**src/rtl/imem_loader_pkg.sv**
```systemverilog
// Shared types and constants for the instruction-memory boot loader.
// Stream framing: 16-bit word count, then little-endian 32-bit words.
package imem_loader_pkg;

    localparam int LEN_WIDTH      = 16;
    localparam int BYTES_PER_WORD = 4;

    typedef enum logic [2:0] {
        S_LEN_LO = 3'd0,
        S_LEN_HI = 3'd1,
        S_DATA   = 3'd2,
        S_DONE   = 3'd3,
        S_ERROR  = 3'd4
    } state_t;

    function automatic logic is_loading(input state_t s);
        return (s == S_LEN_LO) || (s == S_LEN_HI) || (s == S_DATA);
    endfunction

endpackage

```
**src/rtl/imem_loader_byte_packer.sv**
```systemverilog
// Collects stream bytes into little-endian 32-bit words.
// Only 3 bytes are stored; the 4th is forwarded straight into word.
module byte_packer
    import imem_loader_pkg::*;
(
    input  logic        clk,
    input  logic        clear,
    input  logic        take,
    input  logic [7:0]  data,
    output logic        word_valid,
    output logic [31:0] word
);

    logic [1:0]  cnt;
    logic [23:0] asm_q;
    logic        last;

    assign last       = (cnt == 2'(BYTES_PER_WORD - 1));
    assign word_valid = take && last;
    assign word       = {data, asm_q};

    // Newer bytes enter at the top so the first byte ends up in [7:0].
    always_ff @(posedge clk) begin
        if (clear) begin
            cnt   <= 2'd0;
            asm_q <= 24'd0;
        end else if (take) begin
            if (last) begin
                cnt <= 2'd0;
            end else begin
                cnt   <= cnt + 2'd1;
                asm_q <= {data, asm_q[23:8]};
            end
        end
    end

endmodule

```
**src/rtl/imem_loader.sv**
```systemverilog
// Boot loader: writes a length-prefixed byte stream into instruction RAM
// and holds the CPU in reset until the whole image has been written.
module imem_loader
    import imem_loader_pkg::*;
#(
    parameter int IMEM_ADDR_WIDTH = 8,
    parameter int DATA_WIDTH      = 32
) (
    input  logic                       clk,
    input  logic                       reset,
    input  logic                       in_valid,
    input  logic [7:0]                 in_data,
    output logic                       in_ready,
    output logic                       we,
    output logic [IMEM_ADDR_WIDTH-1:0] waddr,
    output logic [DATA_WIDTH-1:0]      wdata,
    output logic                       cpu_reset,
    output logic                       done,
    output logic                       error
);

    localparam int IDX_W = IMEM_ADDR_WIDTH - 1;
    localparam logic [LEN_WIDTH:0] DEPTH =
        (LEN_WIDTH + 1)'(2 ** (IMEM_ADDR_WIDTH - 2));

    state_t               state;
    state_t               state_n;
    logic [7:0]           len_lo;
    logic [LEN_WIDTH-1:0] n_q;
    logic [LEN_WIDTH-1:0] len_full;
    logic [IDX_W-1:0]     word_idx;
    logic [IDX_W-1:0]     idx_next;
    logic                 take;
    logic                 pk_take;
    logic                 word_valid;
    logic [31:0]          word;
    logic                 last_word;

    assign in_ready  = !reset && is_loading(state);
    assign take      = in_valid && in_ready;
    assign pk_take   = take && (state == S_DATA);
    assign len_full  = {in_data, len_lo};
    assign idx_next  = word_idx + IDX_W'(1);
    assign last_word = (LEN_WIDTH'(idx_next) == n_q);

    assign cpu_reset = (state != S_DONE);
    assign done      = (state == S_DONE);
    assign error     = (state == S_ERROR);

    byte_packer u_packer (
        .clk        (clk),
        .clear      (reset),
        .take       (pk_take),
        .data       (in_data),
        .word_valid (word_valid),
        .word       (word)
    );

    always_ff @(posedge clk) begin
        if (reset) begin
            state <= S_LEN_LO;
        end else begin
            state <= state_n;
        end
    end

    always_comb begin
        state_n = state;
        unique case (state)
            S_LEN_LO: begin
                if (take) state_n = S_LEN_HI;
            end
            S_LEN_HI: begin
                if (take) begin
                    if (len_full == '0)
                        state_n = S_DONE;
                    else if ({1'b0, len_full} > DEPTH)
                        state_n = S_ERROR;
                    else
                        state_n = S_DATA;
                end
            end
            S_DATA: begin
                if (word_valid && last_word) state_n = S_DONE;
            end
            S_DONE:  state_n = S_DONE;
            S_ERROR: state_n = S_ERROR;
            default: state_n = S_LEN_LO;
        endcase
    end

    // Write port registers; wdata is independent of the packer so the
    // next word can start assembling while this one is being written.
    always_ff @(posedge clk) begin
        if (reset) begin
            we       <= 1'b0;
            waddr    <= '0;
            wdata    <= '0;
            word_idx <= '0;
            len_lo   <= 8'd0;
            n_q      <= '0;
        end else begin
            we <= word_valid;
            if (word_valid) begin
                wdata    <= DATA_WIDTH'(word);
                waddr    <= {word_idx[IMEM_ADDR_WIDTH-3:0], 2'b00};
                word_idx <= idx_next;
            end
            if (take && state == S_LEN_LO) len_lo <= in_data;
            if (take && state == S_LEN_HI) n_q <= len_full;
        end
    end

endmodule

```
**config.mk**
```make
export PLATFORM = sky130hd
export DESIGN_NAME = imem_loader
export DESIGN_NICKNAME = d
export VERILOG_FILES = /design/src/rtl/imem_loader_pkg.sv /design/src/rtl/imem_loader_byte_packer.sv /design/src/rtl/imem_loader.sv
export SDC_FILE = /design/constraint.sdc
export NUM_CORES = 1
export LEC_CHECK = 0
export ABC_AREA = 0
export BUFFER_PORTS_ARGS = -buffer_cell sky130_fd_sc_hd__buf_2
export CAP_MARGIN = 30
export CELL_PAD_IN_SITES_DETAIL_PLACEMENT = 0
export CELL_PAD_IN_SITES_GLOBAL_PLACEMENT = 2
export CORE_ASPECT_RATIO = 2
export CORE_UTILIZATION = 33
export DETAILED_ROUTE_END_ITERATION = 10
export GPL_TIMING_DRIVEN = 0
export PLACE_DENSITY_LB_ADDON = 0.1
export SYNTH_ARGS = -nofsm -noshare
export SYNTH_HDL_FRONTEND = slang
export SYNTH_SLANG_ARGS = --single-unit
```
**constraint.sdc**
```tcl
create_clock -name clk -period 1.85 [get_ports clk]
set_input_delay 0.2775 -clock clk [delete_from_list [all_inputs] [get_ports clk]]
set_output_delay 0.2775 -clock clk [all_outputs]
set_load 0.01 [all_outputs]
```
==> flow_summary.json <==
{
  "rsz0062_at_grt": "false",
  "stdcell_area_um2": 4600,
  "dpl-instance-area_um2": 4300,
  "syn_inst": 459,
  "hold_path.class": "input pin to register",
  "h-tree-depth": 3,
  "core_area_um2": 11400,
  "num_vias": 3200,
  "holdWs_ns": 0.257,
  "die_w_um": 78.4,
  "finalCritPeriodShare_pct": 93.1,
  "crit_type": "register to register",
  "hpwlAfterDp_mm": 7.83,
  "hold_buffers": 0,
  "path_delay_family": "simple AND/OR/NAND/NOR gates",
  "numCtsBuffers": 9,
  "rrSetupSlack_ns": 0.13,
  "max_stage_delay_ns": 0.52,
  "crit_slowest_cell": "or4_1",
  "syn2layout_area_growth_pct": 19.6,
  "met2_usage_pct": 34.7,
  "antenna_left": 0,
  "pre_cts_ws_ns": -0.00163,
  "cp_data_arrival_time_ns": 1.98,
  "overflow": 0,
  "cp-end-kind": "register",
  "dieHeight_um": 155,
  "initial_core_util_pct": 33.9,
  "r2r_end": "state[0]",
  "path_cells": "or4_1, nor3_1, and4_1, a31oi_1, a211oi_2",
  "synth_top_area_share_pct": 51.5,
  "reg2regPathDepth": 5,
  "yosysTopAreaCell": "dfxtp_1",
  "via_per_inst": 4.78,
  "ys_ff_latch": 99,
  "synth.most_common_cell": "nand2_1",
  "cts.sinks": 99,
  "grt_use_total_pct": 18.4,
  "yosysWarnings": 0,
  "drt_iter0_markers": 118,
  "wl_per_cell_um": 15.5,
  "dieArea_um2": 12100,
  "fin_cells": 670,
  "p_total_mw": 4.15,
  "status": "finished, final reports clean",
  "fin_nets": 537,
  "hold_start": "in_data[6]",
  "postCtsSetupRepairBufs": 0,
  "grt_most_used_layer": "met2",
  "cp_max_fo": 2,
  "finalSetupTns_ns": 0,
  "grt_first_pass_wirelength_mm": 16.4,
  "num_antenna_cells": 0,
  "setup_viol": 0,
  "wirelength_mm": 10.4,
  "synth_area_leaders": "dfxtp_1 51%, nand2_1 13%, a21oi_1 9.0%",
  "r2r-start": "n_q[7]",
  "cts_resized": 1,
  "antenna_found_initial": 0,
  "cts_tree": "yes",
  "io_pins": 56,
  "period_minus_slack_ns": 1.72,
  "grt_pass1_vias": 3103,
  "drc": 0,
  "hold_end": "u_packer.asm_q[22]",
  "synth.distinct_cells": 40,
  "power_density_nw_per_um2": 902,
  "insertion_delay_ns": 0.34,
  "ys_seq_area_share_pct": 51.5,
  "ys.flop_type": "dfxtp_1",
  "grt_max_degree": 16,
  "path_buf_inv": 0,
  "cp_data_required_time_ns": 2.11,
  "mappedNetlistArea_um2": 3850,
  "synth_common_cells": "136 x nand2_1, 99 x dfxtp_1, 69 x a21oi_1",
  "irDropWorstVdd_uv": 522,
  "clk_pin_slew_worst_paths_ns": 0.07,
  "p_leak_nw": 1.94,
  "fmax_ghz": 0.581,
  "placedCellCount": 655,
  "max-slew-margin-rel_pct": 61.0,
  "cts_buffer_depth": 2,
  "utilization_pct": 40.5,
  "portBuffers": 53,
  "clock-root-buffer": "clkbuf_16",
  "drt-pass1-iter-count": 4,
  "synth_edf_count": 0,
  "fin_skew_ns": 0.00633,
  "grt_use_met1_pct": 18.9,
  "cap_violations": 0,
  "nFillCells": 1252,
  "tightest_slew_ns": 0.585,
  "finalHoldViolations": 0,
  "final_layout_size_suffix_gt1_share_pct": 17.4,
  "crit_path_start_kind": "register",
  "rows": 55,
  "worstHoldPathCells": 3,
  "finalWorstSetupSlack_ns": 0.128,
  "syn_area_per_cell_um2": 8.38,
  "gp_congestion": 0.786,
  "met3_usage_pct": 3.54,
  "slew_violations": 0,
  "async_reset_ff_share_pct": 0
}
-- area by class of cell --
cell class | count | area [µm²] | share of cell area [%]
flip-flops and latches | 99 | 1980 | 43.1
multi-input cells | 327 | 1710 | 37.2
clock buffers | 12 | 256 | 5.57
inverters | 3 | 13.8 | 0.299
repair buffers | 53 | 265 | 5.76
plain buffers | 31 | 170 | 3.70
well taps | 142 | 178 | 3.86
clock inverters | 3 | 22.5 | 0.489
-- kinds of logic after synthesis --
group	share of synthesized area, %
AO/OA/AOI/OAI	11.4
XOR/XNOR	2.73
adder cells (fa/ha/maj)	0.650
buffers and inverters	4.58
flip-flops	51.5
multiplexers	6.76
other	0.0974
AND/OR/NAND/NOR	22.3
-- worst max-delay path by stage --
stage | start | cells after the start | slack (ns) | end
finish | n_q[7] | 5 | 0.13 | state[0]
global route | state[1] | 6 | 0.008 | word_idx[3]
CTS | state[1] | 7 | 0.03 | wdata[18]
detailed placement | reset | 8 | -0.002 | wdata[18]
global placement | word_idx[0] | 6 | -0.003 | state[0]
floorplan | u_packer.cnt[0] | 6 | 0.30 | u_packer.asm_q[0]
-- flip-flops by register name, summed over array words and instances, names as in the netlist --
name            cells
u_packer.cnt        2
word_idx            7
waddr               6
state               3
n_q                16
we                  1
u_packer.asm_q     24
wdata              32
len_lo              8
-- cells in the final DEF (no fill, tap or decap), types with 2 or more instances in the layout --
master,netlist,final
inv_1,2,2
buf_1,2,2
nor2_1,37,37
nand3_1,4,3
buf_6,3,3
clkbuf_4,0,2
clkbuf_1,13,14
clkbuf_8,0,2
mux2i_1,26,26
o21ai_0,2,2
nand3_2,1,2
or4_1,2,2
a21oi_1,69,69
xor2_1,7,7
a31oi_1,2,2
dfxtp_1,99,98
nand2b_1,4,4
nor4_1,4,4
nor3_1,4,4
buf_4,4,4
xnor2_1,5,5
nand2_1,136,136
a211oi_1,2,2
or3_1,2,2
conb_1,1,2
and3_1,2,2
o21a_1,2,2
clkbuf_16,0,9
buf_2,9,60
ha_1,2,2
-- layer usage --
| metal | up-vias | wire, µm |
|---|---|---|
| li1 | 1639 | - |
| met5 | - | 0 |
| met3 | 17 | 284 |
| met2 | 55 | 5750 |
| met1 | 1489 | 4080 |
| met4 | 0 | 262 |
-- power breakdown --
group	internal, mW	total, mW	leakage [nW]	switching, mW
Sequential	2.15	2.16	0.799	0.0132
Combinational	0.0695	0.208	1.00	0.138
Clock	0.984	1.78	0.139	0.799
Total	3.20	4.15	1.94	0.950
-- tightest hold or removal path: cells and delay by family --
| family | cells | cell delay [ns] |
|---|---|---|
| compound gates | 1 | 0.05 |
| simple gates | 1 | 0.07 |
| buf+inv | 1 | 0.15 |
Power figures use the tool's default switching activity.
